[src/rtl/uart_fifo_bridge.sv]
// uart_fifo_bridge: full-duplex UART with RX and TX FIFOs on valid/ready byte ports.
// One shared tick divider drives both directions; RX uses oversampled mid-bit sampling.
// Optional build macro UART_PARITY_EN adds an even-parity bit and a sticky parity_err output.
module uart_fifo_bridge #(
  parameter int CLK_HZ     = 50000000,
  parameter int BAUD       = 115200,
  parameter int OVERSAMPLE = 16,
  parameter int DATA_BITS  = 8,
  parameter int FIFO_DEPTH = 8
) (
  input  logic                 clk,
  input  logic                 rst_n,
  input  logic                 rxd,
  output logic                 txd,
  input  logic [DATA_BITS-1:0] tx_data,
  input  logic                 tx_valid,
  output logic                 tx_ready,
  output logic                 tx_busy,
  output logic [DATA_BITS-1:0] rx_data,
  output logic                 rx_valid,
  input  logic                 rx_ready,
  input  logic                 clr_err,
  output logic                 frame_err,
  output logic                 rx_overrun
`ifdef UART_PARITY_EN
  , output logic               parity_err
`endif
);

  localparam int DIV_RAW = CLK_HZ / (BAUD * OVERSAMPLE);
  localparam int DIV     = (DIV_RAW < 1) ? 1 : DIV_RAW;
  localparam int DW      = (DIV > 1) ? $clog2(DIV) : 1;
  localparam int CW      = $clog2(OVERSAMPLE);
  localparam int BW      = $clog2(DATA_BITS);
  localparam int AW      = $clog2(FIFO_DEPTH);

  localparam logic [DW-1:0] DIV_LAST = DW'(DIV - 1);
  localparam logic [CW-1:0] OS_LAST  = CW'(OVERSAMPLE - 1);
  localparam logic [CW-1:0] OS_MID   = CW'(OVERSAMPLE / 2 - 1);
  localparam logic [BW-1:0] BIT_LAST = BW'(DATA_BITS - 1);
  localparam logic [AW:0]   FULL_CNT = (AW + 1)'(FIFO_DEPTH);

  typedef enum logic [2:0] {R_IDLE, R_START, R_DATA, R_PARITY, R_STOP, R_WAIT_HIGH} rx_state_t;
  typedef enum logic [2:0] {T_IDLE, T_START, T_DATA, T_PARITY, T_STOP} tx_state_t;

  logic [DW-1:0] div_cnt;
  logic          tick;
  logic          rx_meta, rxs;

  rx_state_t            rx_state, rx_next;
  logic [CW-1:0]        rx_cnt;
  logic [BW-1:0]        rx_bit;
  logic [DATA_BITS-1:0] rx_shift;
  logic                 rx_at_sample, rx_push, ferr_set;

  logic [DATA_BITS-1:0] rx_mem [FIFO_DEPTH];
  logic [AW-1:0]        rx_wr, rx_rd;
  logic [AW:0]          rx_count;
  logic                 rx_full, rx_pop, rx_wr_en;

  tx_state_t            tx_state, tx_next;
  logic [CW-1:0]        tx_cnt;
  logic [BW-1:0]        tx_bit;
  logic [DATA_BITS-1:0] tx_shift;
  logic                 tx_at_end, tx_pop;

  logic [DATA_BITS-1:0] tx_mem [FIFO_DEPTH];
  logic [AW-1:0]        tx_wr, tx_rd;
  logic [AW:0]          tx_count;
  logic                 tx_full, tx_empty, tx_wr_en;

`ifdef UART_PARITY_EN
  logic rx_par, perr_set, tx_par;
`endif

  // Free-running divider producing a one-clock tick every DIV clocks
  always_ff @(posedge clk or negedge rst_n) begin
    if (!rst_n) div_cnt <= '0;
    else if (div_cnt == DIV_LAST) div_cnt <= '0;
    else div_cnt <= div_cnt + 1'b1;
  end

  assign tick = (div_cnt == DIV_LAST);

  // Two-flop synchronizer for the asynchronous serial input, idling high
  always_ff @(posedge clk or negedge rst_n) begin
    if (!rst_n) begin
      rx_meta <= 1'b1;
      rxs     <= 1'b1;
    end else begin
      rx_meta <= rxd;
      rxs     <= rx_meta;
    end
  end

  // RX state register
  always_ff @(posedge clk or negedge rst_n) begin
    if (!rst_n) rx_state <= R_IDLE;
    else rx_state <= rx_next;
  end

  // RX next-state: glitch rejection at mid-start, framing check at mid-stop
  always_comb begin
    rx_next  = rx_state;
    rx_push  = 1'b0;
    ferr_set = 1'b0;
`ifdef UART_PARITY_EN
    perr_set = 1'b0;
`endif
    rx_at_sample = tick && (rx_cnt == ((rx_state == R_START) ? OS_MID : OS_LAST));
    case (rx_state)
      R_IDLE:      if (!rxs) rx_next = R_START;
      R_START:     if (rx_at_sample) rx_next = rxs ? R_IDLE : R_DATA;
      R_DATA: begin
        if (rx_at_sample && rx_bit == BIT_LAST) begin
`ifdef UART_PARITY_EN
          rx_next = R_PARITY;
`else
          rx_next = R_STOP;
`endif
        end
      end
      R_PARITY:    if (rx_at_sample) rx_next = R_STOP;
      R_STOP: begin
        if (rx_at_sample) begin
          if (rxs) begin
            rx_next = R_IDLE;
`ifdef UART_PARITY_EN
            if (rx_par != ^rx_shift) perr_set = 1'b1;
            else rx_push = 1'b1;
`else
            rx_push = 1'b1;
`endif
          end else begin
            ferr_set = 1'b1;
            rx_next  = R_WAIT_HIGH;
          end
        end
      end
      R_WAIT_HIGH: if (rxs) rx_next = R_IDLE;
      default:     rx_next = R_IDLE;
    endcase
  end

  // RX tick/bit counters and LSB-first shift register
  always_ff @(posedge clk or negedge rst_n) begin
    if (!rst_n) begin
      rx_cnt   <= '0;
      rx_bit   <= '0;
      rx_shift <= '0;
`ifdef UART_PARITY_EN
      rx_par   <= 1'b0;
`endif
    end else if (rx_state == R_IDLE || rx_state == R_WAIT_HIGH) begin
      rx_cnt <= '0;
      rx_bit <= '0;
    end else if (tick) begin
      if (rx_at_sample) begin
        rx_cnt <= '0;
        if (rx_state == R_DATA) begin
          rx_shift <= {rxs, rx_shift[DATA_BITS-1:1]};
          rx_bit   <= rx_bit + 1'b1;
        end
`ifdef UART_PARITY_EN
        if (rx_state == R_PARITY) rx_par <= rxs;
`endif
      end else begin
        rx_cnt <= rx_cnt + 1'b1;
      end
    end
  end

  assign rx_full  = (rx_count == FULL_CNT);
  assign rx_valid = (rx_count != '0);
  assign rx_pop   = rx_valid && rx_ready;
  assign rx_wr_en = rx_push && (!rx_full || rx_pop);
  assign rx_data  = rx_valid ? rx_mem[rx_rd] : '0;

  // RX FIFO pointers and occupancy; a same-cycle pop makes room for a push
  always_ff @(posedge clk or negedge rst_n) begin
    if (!rst_n) begin
      rx_wr    <= '0;
      rx_rd    <= '0;
      rx_count <= '0;
    end else begin
      if (rx_wr_en) rx_wr <= rx_wr + 1'b1;
      if (rx_pop) rx_rd <= rx_rd + 1'b1;
      if (rx_wr_en && !rx_pop) rx_count <= rx_count + 1'b1;
      else if (!rx_wr_en && rx_pop) rx_count <= rx_count - 1'b1;
    end
  end

  // RX FIFO storage
  always_ff @(posedge clk) begin
    if (rx_wr_en) rx_mem[rx_wr] <= rx_shift;
  end

  // Sticky error flags; a new error wins over a simultaneous clear
  always_ff @(posedge clk or negedge rst_n) begin
    if (!rst_n) begin
      frame_err  <= 1'b0;
      rx_overrun <= 1'b0;
`ifdef UART_PARITY_EN
      parity_err <= 1'b0;
`endif
    end else begin
      if (ferr_set) frame_err <= 1'b1;
      else if (clr_err) frame_err <= 1'b0;
      if (rx_push && rx_full && !rx_pop) rx_overrun <= 1'b1;
      else if (clr_err) rx_overrun <= 1'b0;
`ifdef UART_PARITY_EN
      if (perr_set) parity_err <= 1'b1;
      else if (clr_err) parity_err <= 1'b0;
`endif
    end
  end

  assign tx_full  = (tx_count == FULL_CNT);
  assign tx_empty = (tx_count == '0);
  assign tx_ready = !tx_full;
  assign tx_wr_en = tx_valid && tx_ready;
  assign tx_busy  = !tx_empty || (tx_state != T_IDLE);

  // TX FIFO pointers and occupancy
  always_ff @(posedge clk or negedge rst_n) begin
    if (!rst_n) begin
      tx_wr    <= '0;
      tx_rd    <= '0;
      tx_count <= '0;
    end else begin
      if (tx_wr_en) tx_wr <= tx_wr + 1'b1;
      if (tx_pop) tx_rd <= tx_rd + 1'b1;
      if (tx_wr_en && !tx_pop) tx_count <= tx_count + 1'b1;
      else if (!tx_wr_en && tx_pop) tx_count <= tx_count - 1'b1;
    end
  end

  // TX FIFO storage
  always_ff @(posedge clk) begin
    if (tx_wr_en) tx_mem[tx_wr] <= tx_data;
  end

  // TX state register
  always_ff @(posedge clk or negedge rst_n) begin
    if (!rst_n) tx_state <= T_IDLE;
    else tx_state <= tx_next;
  end

  // TX next-state: a queued byte follows the stop bit with no idle gap
  always_comb begin
    tx_next   = tx_state;
    tx_pop    = 1'b0;
    tx_at_end = tick && (tx_cnt == OS_LAST);
    case (tx_state)
      T_IDLE: begin
        if (tick && !tx_empty) begin
          tx_pop  = 1'b1;
          tx_next = T_START;
        end
      end
      T_START:  if (tx_at_end) tx_next = T_DATA;
      T_DATA: begin
        if (tx_at_end && tx_bit == BIT_LAST) begin
`ifdef UART_PARITY_EN
          tx_next = T_PARITY;
`else
          tx_next = T_STOP;
`endif
        end
      end
      T_PARITY: if (tx_at_end) tx_next = T_STOP;
      T_STOP: begin
        if (tx_at_end) begin
          if (!tx_empty) begin
            tx_pop  = 1'b1;
            tx_next = T_START;
          end else begin
            tx_next = T_IDLE;
          end
        end
      end
      default:  tx_next = T_IDLE;
    endcase
  end

  // TX datapath: registered line output updated only on bit boundaries
  always_ff @(posedge clk or negedge rst_n) begin
    if (!rst_n) begin
      txd      <= 1'b1;
      tx_cnt   <= '0;
      tx_bit   <= '0;
      tx_shift <= '0;
`ifdef UART_PARITY_EN
      tx_par   <= 1'b0;
`endif
    end else if (tx_pop) begin
      tx_shift <= tx_mem[tx_rd];
`ifdef UART_PARITY_EN
      tx_par   <= ^tx_mem[tx_rd];
`endif
      tx_bit   <= '0;
      tx_cnt   <= '0;
      txd      <= 1'b0;
    end else if (tick && tx_state != T_IDLE) begin
      if (tx_at_end) begin
        tx_cnt <= '0;
        case (tx_state)
          T_START: txd <= tx_shift[0];
          T_DATA: begin
            if (tx_bit == BIT_LAST) begin
`ifdef UART_PARITY_EN
              txd <= tx_par;
`else
              txd <= 1'b1;
`endif
            end else begin
              txd      <= tx_shift[1];
              tx_shift <= tx_shift >> 1;
              tx_bit   <= tx_bit + 1'b1;
            end
          end
          default: txd <= 1'b1;
        endcase
      end else begin
        tx_cnt <= tx_cnt + 1'b1;
      end
    end
  end

endmodule

[config.mk]
export PLATFORM = sky130hd
export DESIGN_NAME = uart_fifo_bridge
export DESIGN_NICKNAME = d
export VERILOG_FILES = /design/src/rtl/uart_fifo_bridge.sv
export SDC_FILE = /design/constraint.sdc
export NUM_CORES = 1
export LEC_CHECK = 0
export BUFFER_PORTS_ARGS = -buffer_cell sky130_fd_sc_hd__buf_2
export CAP_MARGIN = 5
export CORE_ASPECT_RATIO = 0.75
export CORE_MARGIN = 10
export CORE_UTILIZATION = 35
export CTS_CLUSTER_DIAMETER = 60
export DETAILED_ROUTE_END_ITERATION = 7
export GPL_ROUTABILITY_DRIVEN = 0
export RECOVER_POWER = 25
export SYNTH_ARGS = -nofsm -noshare
export SYNTH_HDL_FRONTEND = slang
export SYNTH_SLANG_ARGS = --single-unit
[constraint.sdc]
create_clock -name clk -period 3.4 [get_ports clk]
set_input_delay 0.51 -clock clk [delete_from_list [all_inputs] [get_ports clk]]
set_output_delay 0.51 -clock clk [all_outputs]
set_load 0.01 [all_outputs]
== After elaboration in Yosys (flattened, before gate mapping) ==
Memory sizes are Yosys's and may differ from the RTL's.
Cells that the tools add are included.
W data, S select, Z words.
Cells by class
  add/sub/neg operators: 13
  equal/unequal tests: 28
  muxes and demuxes: 65
  bitwise gates (word level): 1
  reduce and logical (&&, ||, !) cells: 46
Operator list (count)
  $mux W3: 21
  $mux W8: 6
  $mux W4: 11
  $ne A2 B2 Y1 const B: 12
  $mux W1: 21
  $reduce_bool A2 Y1: 10
  $add A3 B1 Y3 const B: 6
  $pmux W3 S6: 1
  $add A4 B1 Y4 const B: 4
  $eq A3 B3 Y1 const B: 5
  $logic_and A1 B1 Y1: 15
  $pmux W3 S5: 1
  $eq A3 B2 Y1 const B: 4
  $eq A4 B4 Y1 const B: 3
  $reduce_and A4 Y1: 2
  $sub A4 B1 Y4 const B: 2
  $logic_not A1 Y1: 7
  $eq A3 B1 Y1 const B: 2
  $logic_not A3 Y1: 2
  $reduce_and A6 Y1: 1
  $add A5 B1 Y5 const B: 1
  $eq A5 B5 Y1 const B: 1
  $mux W5: 1
  $reduce_and A5 Y1: 1
  10 further kinds: 13
Word-level totals
  flip-flop bits (word level): 66
  memory bits (writable): 128
  input bits: 14
  output and inout bits: 14
  logic and storage cells: 175
  memories kept: 2
Memories
  rx_mem: depth 8, width 8, rd ports 1, clocked after memory_dff 0, write ports 1, line 56  | logic [DATA_BITS-1:0] rx_mem [FIFO_DEPTH];
  tx_mem: depth 8, width 8, rd ports 1, clocked after memory_dff 0, write ports 1, line 67  | logic [DATA_BITS-1:0] tx_mem [FIFO_DEPTH];

== Depth between registers and ports, before layout ==
Gate-level depths: netlist (run 1).
  word-level depth: 11
  mapped depth: 13
  mapped depth without buffers: 12

== Worst setup path before layout (run 1) ==
OpenSTA, ideal clock, no wires.
  path type: register to register
  from: register tx_cnt[0]
  to: register tx_count[3]
  setup time: 0.080 ns
  arrival: 2.697 ns
  data required time: 3.320 ns
  setup slack: 0.623 ns
  cell stages (with the launch flop): 13
  path buffers: 1
  clock period less this slack: 2.777 ns
  path through: dfrtp_1 > ha_1 > nand3_4 > a2111oi_4 > buf_6 > inv_1 > ha_1 > inv_1 > ha_1 > a21o_1 > a21oi_1 > mux2i_1 > xnor2_1
On the way
  cells in the longest elaborated chain, start to end: 7
  elaborated cells on any way between the ends: 9
  those cells by class: 1 x eq/ne; 3 x mux; 5 x reduce/logical
RTL lines
  from (decl): line 62  | logic [CW-1:0] tx_cnt;
  from (signal assigned): line 325  | tx_cnt <= tx_cnt + 1'b1;
  $eq A4 B4 Y1 (*): line 253  | tx_at_end = tick && (tx_cnt == OS_LAST);
  $logic_and A1 B1 Y1 (*): line 253
  $mux W1 (*): line 273  | if (tx_at_end) begin
  $pmux W1 S2 (*): line 254  | case (tx_state)
  $logic_not A1 Y1: line 233  | if (tx_wr_en && !tx_pop) tx_count <= tx_count + 1'b1;
  $logic_and A1 B1 Y1: line 233
  $mux W4 or $reduce_bool A2 Y1 (tied branches)
  to (signal assigned): line 233
  to (signal assigned): line 234  | else if (!tx_wr_en && tx_pop) tx_count <= tx_count - 1'b1;
  to (decl): line 69  | logic [AW:0] tx_count;
Mark *: on every way between the ends. The rest lies on a longest branch, timed or not.
A chain may end at the register's enable or synchronous reset.

== Worst setup path in the final report (run 1) ==
Ends and elaborated chain as after synthesis.

==> qor.yml, run 1 <==
cts:
  cts_buffers: 17
  path_clk_slew_ns: 0.07
  cts.repair.resized: 0
  clock-sinks: 194
  htree_levels: 4
  cts-root-buf: "clkbuf_16"
  insertion_delay_ns: 0.44
  cts_buffer_depth: 2
  post-cts-setup-buffer-count: 0
  holdBufCountCts: 0
  cts_tree: "done"
placement:
  dp_hpwl_mm: 10.61
  io_buffers: 27
  placed_cells: 838
  placed_area_sq_um: 8847
die:
  die_width_um: 198.0
  rows: 48
  initial_core_util_pct: 35.88
  core_area_sq_um: 23180
  io_pins: 28
  die_area_sq_um: 30400
  die_h_um: 153.5
finish:
  drive_gt1_share_pct: 25.26
  multi_input_area_sq_um: 2669
  register_area_sq_um: 5499
  design.final.nets: 591
  diodes: 0
  fillers: 2067
  stdcell_count: 870
  utilization_pct: 40.82
  fin_area_sq_um: 9463
  syn_to_final_growth_pct: 13.76
timing:
  worst_pin_slew_ns: 0.9431
  rsz0062_at_grt: "no"
  finalSetupViolCount: 0
  max_slew_margin_pct: 36.78
  period_share_pct: 83.96
  maxSlewViolCount: 0
  fin_skew_ns: 0.02240
  min_period_ns: 2.855
  setup_tns_ns: 0
  hold_violations: 0
  max_freq_mhz: 350.3
critical_path:
  cp_top_family: "compound AO/OA/AOI/OAI gates"
  cp.depth: 11
  cp_slowest_stage_delay_ns: 0.41
  r2r_cells: 11
  cp_num_buf_inv: 2
  crit_path_end_kind: "flip-flop"
  startpoint_type: "flip-flop"
  crit_type: "reg -> reg"
  critPathArrivalTime_ns: 3.20
  path_cells: "ha_1 -> nand3_4 -> a2111oi_4 -> inv_1 -> ha_1 -> inv_1 -> ha_1 -> a21o_1 -> a21oi_1 -> mux2i_1 -> xnor2_1"
  required_ns: 3.74
  crit_fanout: 7
  slowest_stage: "a2111oi_4"
  cp_common_cell: "ha_1"
synth:
  yosysSeqAreaShare_pct: 66.11
  synth.ff_latch_count: 194
  syn_avg_cell_area_sq_um: 16.18
  synthesis.area_sq_um: 8318
  synthesis.instances: 514
  async_flop_share_pct: 34.02
  synthesis.nets: 548
  yosysUniqueCellTypes: 64
  synthFlopType: "edfxtp_1"
  ys_warn_count: 0
  synth_edf_count: 128
detailed_routing:
  avgViaCountPerCell: 5.116
  wl_mm: 15.89
  detail-route-antenna-nets: 0
  firstDrtPassIters: 4
  via_count: 4451
  first_iter_violations: 339
  wl_per_cell_um: 18.26
  remaining_drc_errors: 0
pwr:
  p_per_area_nw_per_um2: 579.0
  switching_share_pct: 27.27
  vdd_ir_drop_max_v: 0.0002897
  p_int_uw: 3985
  leakagePower_uw: 0.003587
  clockPowerShare_pct: 37.3
  power_uw: 5479
  pwr-share-comb_pct: 10.0
  p_seq_share_pct: 52.7
  power_switching_uw: 1494
global_routing:
  overflow: 0
  antenna_found_initial: 0
  grt_usage_pct: 11.03
  grt_start_max_net_pins: 67
  grt_pass1_wl_mm: 26.21
  grt_pass1_vias: 4786
worst_hold_path:
  hp-class: "in -> reg"
  hold_depth: 1
job:
  maxCapViolCount: 0
status:
  status: "finished clean"
-- cell usage after synthesis, types with 3 or more instances --
cell type | n | area, sq um
a21o_1 | 3 | 22.52
a21oi_1 | 9 | 45.04
buf_2 | 9 | 45.04
buf_6 | 4 | 45.04
clkbuf_1 | 4 | 15.01
dfrtp_1 | 63 | 1577
dfstp_2 | 3 | 78.83
edfxtp_1 | 128 | 3844
ha_1 | 18 | 225.2
inv_1 | 11 | 41.29
mux2_2 | 16 | 180.2
mux2i_1 | 20 | 200.2
mux4_2 | 32 | 720.7
nand2_1 | 33 | 123.9
nand2b_1 | 7 | 43.79
nand3_1 | 11 | 55.05
nor2_1 | 35 | 131.4
nor2b_1 | 3 | 18.77
nor3_1 | 13 | 65.06
o21ai_0 | 10 | 50.05
o221a_2 | 7 | 78.83
or3_1 | 3 | 18.77
xnor2_1 | 13 | 113.9
xor2_1 | 6 | 52.55
-- layout make-up --
| class | count | share of cell area [%] |
|---|---|---|
| clock buffer | 17 | 4.496 |
| clock inverter | 15 | 2.116 |
| inverter | 11 | 0.4363 |
| multi-input combinational | 289 | 28.20 |
| sequential | 194 | 58.11 |
| tap | 300 | 3.967 |
| timing repair buffer | 44 | 2.671 |
-- layout by cell type, fill, tap and decap left out, types with 4 or more instances in the layout --
master	n
clkbuf_16	17
inv_1	11
nand2_1	33
nor3_1	10
o21ai_0	10
edfxtp_1	128
mux2i_1	20
mux4_2	32
buf_4	17
xnor2_1	13
clkbuf_1	8
nor2_1	35
nand2b_1	7
o221a_2	7
clkinv_8	6
buf_2	19
nand3_1	11
mux2_2	16
dfrtp_1	63
xor2_1	6
ha_1	18
inv_8	4
a21oi_1	9
-- sequential cells by signal, indices dropped and copies added (netlist names), 4 cells and up --
register / count
rx_mem: 64
tx_shift: 8
div_cnt: 5
tx_count: 4
rx_cnt: 4
tx_cnt: 4
rx_shift: 8
tx_mem: 64
rx_count: 4
-- metal layers --
layer | wire length [um] | vias up | part of all wire (%) | track usage (%)
li1 | - | 2050 | - | -
met2 | 7595 | 87 | 48 | 17.40
met3 | 829 | 14 | 5.2 | 2.595
met4 | 190 | 0 | 1.2 | 3.725
met5 | 0 | - | 0 | 0
met1 | 7271 | 2300 | 46 | 14.61
-- cells by family after synthesis --
logic type	share of synthesized area, %
simple gates	8.695
buf+inv	1.985
mux	13.42
fa+ha+maj	3.189
compound gates	4.603
flops	66.11
xor+xnor	2.001
-- power groups by stage --
stage	sequential, uW	combinational (uW)	clock [uW]
final	2890	550	2040
after global routing	2910	607	2190
after CTS	2890	559	2090
after detailed placement	2930	559	0
after global placement	2920	519	0
after floorplan	2870	388	0
-- metrics by stage --
stage	worst slack [ns]	hold WS [ns]
CTS	0.5413	0.1581
global route	0.3822	0.1579
floorplan	0.6228	0.2144
finish	0.5453	0.1771
detailed placement	0.5952	0.3607
global placement	0.7575	0.3645
-- worst paths after layout --
| kind | startpoint | to | slack (ns) |
|---|---|---|---|
| worst max-delay path | tx_cnt[0] | tx_count[3] | 0.55 |
| worst min-delay path | rxd | rx_meta | 0.18 |
| worst max register to register | tx_cnt[0] | tx_count[3] | 0.55 |
| worst min register to register | rx_meta | rxs | 0.36 |
| max in group asynchronous | rst_n | tx_wr[2] | 2.54 |
| min in group asynchronous | rst_n | rx_shift[0] | 0.24 |
Power figures use the tool's default switching activity.
==> run 2: changes to the inputs <==
==> constraint.sdc (replaced) <==
create_clock -name clk -period 2.8 [get_ports clk]
set_input_delay 0.42 -clock clk [delete_from_list [all_inputs] [get_ports clk]]
set_output_delay 0.42 -clock clk [all_outputs]
set_load 0.01 [all_outputs]
==> run 2 against run 1 <==
The flow now finishes with violations (capacitance limit, slew limit). Register-to-register slack worse by 0.36 ns. Highest routed layer unchanged. Die area stayed put. Critical endpoint is now rx_count[3]. Largest power group unchanged. Clock power rose by 23%. Flip-flop and latch count is the same. Wire length is 1.4% higher. Total power is 22% higher. Largest cell class unchanged. Critical path depth fell by 1. Worst hold slack lost 0.098 ns.
==> qor.yml, run 2 (synthesis gave the netlist of run 1 again) <==
status:
  status: "complete, but fails checks"  # was finished clean
  violations: "capacitance limit, slew limit"
die:
  die_h_um: 153.5  # unchanged
  initial_core_util_pct: 35.88  # unchanged
  rows: 48  # unchanged
  die_width_um: 198.0  # unchanged
  io_pins: 28  # unchanged
  die_area_sq_um: 30400  # unchanged
  core_area_sq_um: 23180  # unchanged
placement:
  placed_cells: 849  # was 838
  io_buffers: 27  # unchanged
  dp_hpwl_mm: 10.66  # was 10.61 mm
timing:
  period_share_pct: 93.32  # was 83.96%
  maxSlewViolCount: 27  # was 0
  fin_skew_ns: 0.01561  # was 0.02240 ns
  setup_tns_ns: 0  # unchanged
  min_period_ns: 2.613  # was 2.855 ns
  max_freq_mhz: 382.7  # was 350.3 MHz
  max_slew_margin_pct: -6.711  # was 36.78%
  worst_pin_slew_ns: 1.601  # was 0.9431 ns
  hold_violations: 0  # unchanged
  rsz0062_at_grt: "no"  # unchanged
  finalSetupViolCount: 0  # unchanged
pwr:
  p_per_area_nw_per_um2: 699.0  # was 579.0 nW/um^2
  vdd_ir_drop_max_v: 0.0004388  # was 0.0002897 V
  power_uw: 6681  # was 5479 uW
  leakagePower_uw: 0.003644  # was 0.003587 uW
detailed_routing:
  firstDrtPassIters: 5  # was 4
  avgViaCountPerCell: 5.105  # was 5.116
  wl_per_cell_um: 18.23  # was 18.26 um
  via_count: 4513  # was 4451
  remaining_drc_errors: 0  # unchanged
  top_layer: "met4"  # unchanged
  detail-route-antenna-nets: 0  # unchanged
  first_iter_violations: 255  # was 339
  wl_met2_mm: 7.362  # was 7.595 mm
  m1WireLength_mm: 7.619  # was 7.271 mm
  wl_met3_um: 814  # was 829 um
  wl_mm: 16.11  # was 15.89 mm
worst_hold_path:
  min_from: "rxd"  # unchanged
  hp-class: "in -> reg"  # unchanged
  hold_depth: 1  # unchanged
  min_to: "rx_meta"  # unchanged
cts:
  cts_tree: "done"  # unchanged
  holdBufCountCts: 0  # unchanged
  path_clk_slew_ns: 0.07  # about the same
  clock-sinks: 194  # unchanged
  cts_buffers: 17  # unchanged
  cts_buffer_depth: 2  # unchanged
  cts-root-buf: "clkbuf_16"  # unchanged
  insertion_delay_ns: 0.44  # about the same
  htree_levels: 4  # unchanged
global_routing:
  grt_pass1_wl_mm: 25.89  # was 26.21 mm
  grt_pass1_vias: 4681  # was 4786
  overflow: 0  # unchanged
  grt_start_max_net_pins: 27  # was 67
  grt_usage_pct: 10.97  # was 11.03%
  antenna_found_initial: 0  # unchanged
finish:
  stdcell_count: 884  # was 870
  syn_to_final_growth_pct: 14.91  # was 13.76%
  fillers: 2108  # was 2067
  reg.largest.list: "rx_mem: 64 flops, tx_mem: 64 flops"  # unchanged
  design.final.nets: 605  # was 591
  diodes: 0  # unchanged
  drive_gt1_share_pct: 27.05  # was 25.26%
  layout_commonest_cell: "edfxtp_1"  # unchanged
  final_cell_mix: "128 x edfxtp_1, 63 x dfrtp_1, 35 x nor2_1"  # unchanged
critical_path:
  required_ns: 3.17  # was 3.74 ns
  crit_type: "reg -> reg"  # unchanged
  r2r_setup_slack_ns: 0.19  # was 0.55 ns
  rr_endpoint: "rx_count[3]"  # was tx_count[3]
  startpoint: "rxs"  # was tx_cnt[0]
  critPathArrivalTime_ns: 2.98  # was 3.20 ns
  startpoint_type: "flip-flop"  # unchanged
  r2r_cells: 10  # was 11
  crit_path_end_kind: "flip-flop"  # unchanged
  worstReg2RegStart: "rxs"  # was tx_cnt[0]
  crit_fanout: 6  # was 7
job:
  maxCapViolCount: 1  # was 0
## run 2: metrics by stage
step	setup slack, ns	utilization [%]	area [sq um]	hold WS [ns]
final	0.1871	41.23	9558	0.07925
after floorplan	0.02277	-	8318	0.1244
after global placement	0.2066	38.46	8915	0.3627
after detailed placement	0.06578	38.46	8915	0.3658
after global routing	0.003845	41.23	9558	0.05417
after CTS	0.06284	41.12	9532	0.02250
## run 2: layout make-up
class	instances	area (sq um)	area share, %
Clock buffer	21	483.0	5.053
Clock inverter	11	133.9	1.401
Inverter	11	41.29	0.4320
Multi-Input combinational cell	289	2669	27.92
Sequential cell	194	5499	57.53
Tap cell	300	375.4	3.927
Timing Repair Buffer	58	356.6	3.731
## run 2: worst max-delay path, stage by stage (launching register included)
cell and delay [ns]:
dfstp_2 0.57, nor4bb_2 0.29, and4_4 0.27, and2_1 0.14, ha_1 0.18, inv_2 0.07, ha_1 0.28, a21o_1 0.18
a21oi_1 0.17, mux2i_1 0.26, xnor2_1 0.14
## run 2: routing by layer
metal / GRT usage [%] / up-vias
met5: 0 / -
met4: 4.492 / 0
met3: 2.792 / 27
met2: 16.39 / 87
met1: 14.88 / 2309
li1: - / 2090
## run 2: repair_timing
action	4_1_cts	5_1_grt
setup buffers	0	3
gates resized for setup	0	8
endpoints found under the setup margin	0	2
## run 2: worst max path at each step
stage	end	slack [ns]
after floorplan	tx_count[3]	0.02
after CTS	tx_count[3]	0.06
after detailed placement	tx_count[3]	0.07
final	rx_count[3]	0.19
after global placement	tx_count[3]	0.21
after global routing	rx_count[3]	0.004
## run 2: power by group
| part | leakage [uW] | internal, uW | total, uW | switching [uW] |
|---|---|---|---|---|
| clock | 0.000291 | 1370 | 2510 | 1140 |
| sequential | 0.00216 | 3300 | 3500 | 196 |
| combinational | 0.00119 | 320 | 673 | 354 |
| total | 0.00364 | 4990 | 6680 | 1690 |
